==> src/rtl/uart_tx.sv <==
// uart_tx: UART transmitter framing DBITS data bits (LSB first) between a
// start bit and a stop period of SB_TICK oversample ticks. Bit timing comes
// from the shared 16x s_tick enable.
// Optional even-parity bit: define UART_TX_PARITY_EN to compile it in.
module uart_tx #(
  parameter int DBITS   = 8,
  parameter int SB_TICK = 16
) (
  input  logic             clk,
  input  logic             reset,
  input  logic             s_tick,
  input  logic             tx_start,
  input  logic [DBITS-1:0] tx_din,
  output logic             tx,
  output logic             tx_busy,
  output logic             tx_done_tick
);

  // Tick counter must cover both the 16-tick bit and the SB_TICK stop period.
  localparam int SW = ($clog2(SB_TICK) > 4) ? $clog2(SB_TICK) : 4;
  localparam int NW = (DBITS > 1) ? $clog2(DBITS) : 1;

  localparam logic [SW-1:0] S_BIT_LAST  = SW'(15);
  localparam logic [SW-1:0] S_STOP_LAST = SW'(SB_TICK - 1);
  localparam logic [NW-1:0] N_LAST      = NW'(DBITS - 1);

  typedef enum logic [2:0] {
    ST_IDLE   = 3'd0,
    ST_START  = 3'd1,
    ST_DATA   = 3'd2,
`ifdef UART_TX_PARITY_EN
    ST_PARITY = 3'd3,
`endif
    ST_STOP   = 3'd4
  } state_t;

  state_t          state_q, state_d;
  logic [SW-1:0]   s_q, s_d;
  logic [NW-1:0]   n_q, n_d;
  logic [DBITS-1:0] b_q, b_d;
  logic            tx_q, tx_d;
  logic            done_q, done_d;
`ifdef UART_TX_PARITY_EN
  logic            p_q, p_d;

  // Even parity: XOR of all data bits so the total count of ones is even.
  function automatic logic parity_even(input logic [DBITS-1:0] d);
    return ^d;
  endfunction
`endif

  // State and datapath registers; reset forces the line high at once.
  always_ff @(posedge clk or negedge reset) begin
    if (!reset) begin
      state_q <= ST_IDLE;
      s_q     <= '0;
      n_q     <= '0;
      b_q     <= '0;
      tx_q    <= 1'b1;
      done_q  <= 1'b0;
`ifdef UART_TX_PARITY_EN
      p_q     <= 1'b0;
`endif
    end else begin
      state_q <= state_d;
      s_q     <= s_d;
      n_q     <= n_d;
      b_q     <= b_d;
      tx_q    <= tx_d;
      done_q  <= done_d;
`ifdef UART_TX_PARITY_EN
      p_q     <= p_d;
`endif
    end
  end

  // Next-state logic; tx is derived from the next state so the pin changes on
  // the same edge the state does (tx falls on the accepting edge).
  always_comb begin
    state_d = state_q;
    s_d     = s_q;
    n_d     = n_q;
    b_d     = b_q;
    done_d  = 1'b0;
`ifdef UART_TX_PARITY_EN
    p_d     = p_q;
`endif

    case (state_q)
      ST_IDLE: begin
        // A tick coinciding with acceptance is deliberately not counted.
        if (tx_start) begin
          b_d     = tx_din;
          s_d     = '0;
          state_d = ST_START;
`ifdef UART_TX_PARITY_EN
          p_d     = parity_even(tx_din);
`endif
        end
      end
      ST_START: begin
        if (s_tick) begin
          if (s_q == S_BIT_LAST) begin
            s_d     = '0;
            n_d     = '0;
            state_d = ST_DATA;
          end else begin
            s_d = s_q + SW'(1);
          end
        end
      end
      ST_DATA: begin
        if (s_tick) begin
          if (s_q == S_BIT_LAST) begin
            s_d = '0;
            b_d = b_q >> 1;
            if (n_q == N_LAST) begin
`ifdef UART_TX_PARITY_EN
              state_d = ST_PARITY;
`else
              state_d = ST_STOP;
`endif
            end else begin
              n_d = n_q + NW'(1);
            end
          end else begin
            s_d = s_q + SW'(1);
          end
        end
      end
`ifdef UART_TX_PARITY_EN
      ST_PARITY: begin
        if (s_tick) begin
          if (s_q == S_BIT_LAST) begin
            s_d     = '0;
            state_d = ST_STOP;
          end else begin
            s_d = s_q + SW'(1);
          end
        end
      end
`endif
      ST_STOP: begin
        if (s_tick) begin
          if (s_q == S_STOP_LAST) begin
            s_d     = '0;
            state_d = ST_IDLE;
            done_d  = 1'b1;
          end else begin
            s_d = s_q + SW'(1);
          end
        end
      end
      default: begin
        state_d = ST_IDLE;
      end
    endcase

    case (state_d)
      ST_START:  tx_d = 1'b0;
      ST_DATA:   tx_d = b_d[0];
`ifdef UART_TX_PARITY_EN
      ST_PARITY: tx_d = p_d;
`endif
      default:   tx_d = 1'b1;
    endcase
  end

  assign tx           = tx_q;
  assign tx_busy      = (state_q != ST_IDLE);
  assign tx_done_tick = done_q;

endmodule

==> config.mk <==
export PLATFORM = sky130hd
export DESIGN_NAME = uart_tx
export DESIGN_NICKNAME = d
export VERILOG_FILES = /design/src/rtl/uart_tx.sv
export SDC_FILE = /design/constraint.sdc
export NUM_CORES = 1
export LEC_CHECK = 0
export CORE_ASPECT_RATIO = 1.5
export CORE_MARGIN = 2
export CORE_UTILIZATION = 43
export CTS_CLUSTER_DIAMETER = 40
export CTS_CLUSTER_SIZE = 30
export DETAILED_ROUTE_END_ITERATION = 10
export PLACE_DENSITY = 0.77
export SETUP_SLACK_MARGIN = 0.1
export SLEW_MARGIN = 25
export SYNTH_ARGS = -nofsm -noshare
export SYNTH_HDL_FRONTEND = slang
export SYNTH_SLANG_ARGS = --single-unit
==> constraint.sdc <==
create_clock -name clk -period 3.2 [get_ports clk]
set_input_delay 0.96 -clock clk [delete_from_list [all_inputs] [get_ports clk]]
set_output_delay 0.96 -clock clk [all_outputs]
set_load 0.005 [all_outputs]
==> results by group <==
Synthesis
  – Synth Area in Adders: 0.03555
  – Post-synthesis register bit count: 20
  – Synth Area in Compound Gates: 0.1931
  – Post-synthesis sequential area ratio: 0.4751
  – Syn nets: between 100 and 150
  – Simple-Gate Fraction of Synth Area: 0.2062
  – Main combinational cell family by area after synthesis: simple AND/OR/NAND/NOR gates
  – Yosys warnings: 0
  – Synth Instances: a little under 100
  – Syn avg cell area: roughly 11 µm²
  – Xor-xnor portion of the synthesized cell area: 0.008294
  – Netlist cell types: 39
  – Post-Syn Area: between 1000 and 1500 µm²
  – Multiplexer share of the synthesized area: 0.03436

Placement
  – GP Congestion: 0.7694
  – Post-DP HPWL: about 1400 µm
  – Port bufs: 14
  – Post-placement cell count: 131
  – Setup WS pre-CTS: between 0.6 and 0.7 ns
  – Post-Place Cell Area: about 1200 µm²

Die
  – Die height: approximately 65 µm
  – Die X: around 44 µm
  – Std cell rows: 22
  – Die area: 2876 µm²
  – Top-Level Pins: 15
  – Initial Utilization: 0.4410
  – Core Area: around 2400 µm²

Power
  – Power per Cell Area: 542.2 nW/µm²
  – Leakage: ~0.57 nW
  – Peak supply drop: roughly 0.33 mV
  – Pwr Total: between 0.6 and 0.7 mW

Clock tree
  – CTS hold repair buffers: 0
  – Clock transition at path regs: ~0.11 ns
  – H-tree levels: 1
  – Post_cts resized: 0
  – Bufs on Longest Clock Path: 2
  – CTS Buf Count: 3
  – Worst skew pair latency: about 0.31 ns
  – Setup Buffers After CTS: 0
  – Root buffer cell: clkbuf_4
  – CTS tree: built
  – CTS sink cnt: 20

Cells and area
  – Commonest cells after routing, fill and taps aside: dfrtp_1, nand2_1, clkdlybuf4s50_1, nor2_1, a22oi_1
  – Post-route insts no fill: 135
  – Fin nets: 127
  – Most common cell after layout, fill and taps aside: dfrtp_1
  – Fillers: 221
  – # diodes: 0
  – Layout area overhead: 14.81%
  – Finished Cell Area: 1212 µm²
  – Util after Layout: 0.5063
  – Layout cells sized above 1: 0.1622

Route
  – Final ANT Viol Nets: 0
  – Drt total wl: approximately 1900 µm
  – DR iter-0 viols: 16
  – Metal3 WL: 64 µm
  – DRT Pass-1 Iters: 3
  – Metal1 wirelength: roughly 870 µm
  – DR WL met2: roughly 970 µm
  – WL per Instance: about 14 µm
  – Vias per cell: between 5 and 6
  – Top Layer Used: met4
  – Remaining DRCs: 0
  – Vias after detailed routing: 758

Critical path
  – CP required: 2.24 ns
  – Max stage delay cell, worst path: dfrtp_1
  – Startpoint types: register
  – Crit end category: output port
  – Delay of the slowest critical-path stage: 0.52 ns
  – Buf/Inv on CP: 1
  – CP max FO: 12
  – CP delay by family, top: flip-flops
  – Critical path cell sequence: or3_2, clkdlybuf4s50_1
  – Critical Path AT: around 1.8 ns
  – Worst Path Class, Setup: register to output port

GRT
  – First-pass GRT wire length: ~3300 µm
  – Antenna violations before repair: 0
  – Vias in the first global route: between 700 and 800
  – GR Overflow Total: 0
  – Pin count of the biggest net entering global routing: 21
  – Overall routing resource usage: 0.1563

Timing
  – Hold slack: slightly below 0.5 ns
  – Worst-margin pin slew: between 0.5 and 0.6 ns
  – Max_slew headroom: 0.6420
  – RSZ-0062 raised after global routing: false
  – Sum of negative setup slack: 0 ns
  – Final period utilization: 0.8554
  – Max Fclk: ~0.37 GHz
  – Fin worst setup slack: approximately 0.46 ns
  – Final Setup Violations: 0
  – Slew Viols, Final: 0
  – Worst setup skew after layout: 0.01278 ns
  – Minimum clock period: 2.737 ns
  – Final Hold Vio Count: 0

Job
  – Max_cap viols: 0

Worst hold path
  – Hold crit path type: register to register

Run status
  – Status: complete, no violations
-- per-layer routing --
layer,vias up,track usage
met4,0,0.07576
li1,381,-
met2,13,0.2373
met3,4,0.01671
met1,360,0.2174
met5,-,0
-- worst reg2reg max path: cells and delay by family (launching register included) --
kind | cells | cell delay (ns)
AOI/OAI and AO/OA | 3 | 0.77
DFF | 1 | 0.43
adders and majority gates | 1 | 0.26
and+or+nand+nor | 1 | 0.24
-- sequential cells by signal, indices dropped and copies added, names as in the netlist --
register,count
b_q,8
s_q,4
n_q,3
state_q,3
tx,1
tx_done_tick,1
-- Yosys cell counts, drive strengths merged --
cell type / instances / area share
inv: 2 / 0.0071
buf: 5 / 0.040
a311o: 1 / 0.0095
o31ai: 1 / 0.0071
a31o: 1 / 0.0083
mux2: 2 / 0.025
a22oi: 6 / 0.043
nor2: 6 / 0.021
and3b: 1 / 0.0083
or2b: 1 / 0.0071
a31oi: 1 / 0.0059
xor2: 1 / 0.0083
nand2: 17 / 0.060
and4bb: 2 / 0.027
nor4b: 1 / 0.023
dfrtp: 19 / 0.45
a221oi: 1 / 0.014
and2: 3 / 0.019
mux2i: 1 / 0.0095
nand4: 1 / 0.0059
and3: 1 / 0.0059
nand2b: 1 / 0.0059
o211a: 1 / 0.0095
o21ai: 4 / 0.019
a22o: 5 / 0.044
nand3: 1 / 0.0047
nor3: 1 / 0.0047
a211oi: 1 / 0.019
ha: 3 / 0.036
or3: 2 / 0.013
dfstp: 1 / 0.025
a21oi: 3 / 0.014
-- where the power goes --
part           total (mW)  switching, mW  internal (mW)
Combinational       0.150         0.0691         0.0807
Sequential          0.383         0.0572          0.326
Clock               0.124         0.0758         0.0486
-- kinds of logic after synthesis --
family | after synthesis
flops | 20
simple gates | 38
fa+ha+maj | 3
buf+inv | 7
xor+xnor | 1
compound gates | 25
mux | 3
-- cell type report --
class,instances,area (µm²),area share
Multi-Input combinational cell,70,504.2,0.4159
Timing Repair Buffer,15,142.6,0.1176
Tap cell,24,30.03,0.02477
Inverter,2,7.507,0.006192
Clock buffer,4,26.28,0.02167
Sequential cell,20,501.7,0.4138
-- worst paths after layout --
path | end | start | slack, ns | cells after the start
worst max-delay path | tx_busy | state_q[2]$_DFF_PN0_ | 0.46 | 2
worst min-delay path | b_q[3]$_DFFE_PN0P_ | b_q[3]$_DFFE_PN0P_ | 0.49 | 2
worst max register to register | tx$_DFF_PN1_ | s_q[0]$_DFFE_PN0P_ | 1.43 | 5
worst min register to register | b_q[3]$_DFFE_PN0P_ | b_q[3]$_DFFE_PN0P_ | 0.49 | 2
max in group asynchronous | tx$_DFF_PN1_ | reset | 2.26 | 1
min in group asynchronous | b_q[4]$_DFFE_PN0P_ | reset | 0.58 | 1
Note: power is estimated with default switching activity, not from simulation.
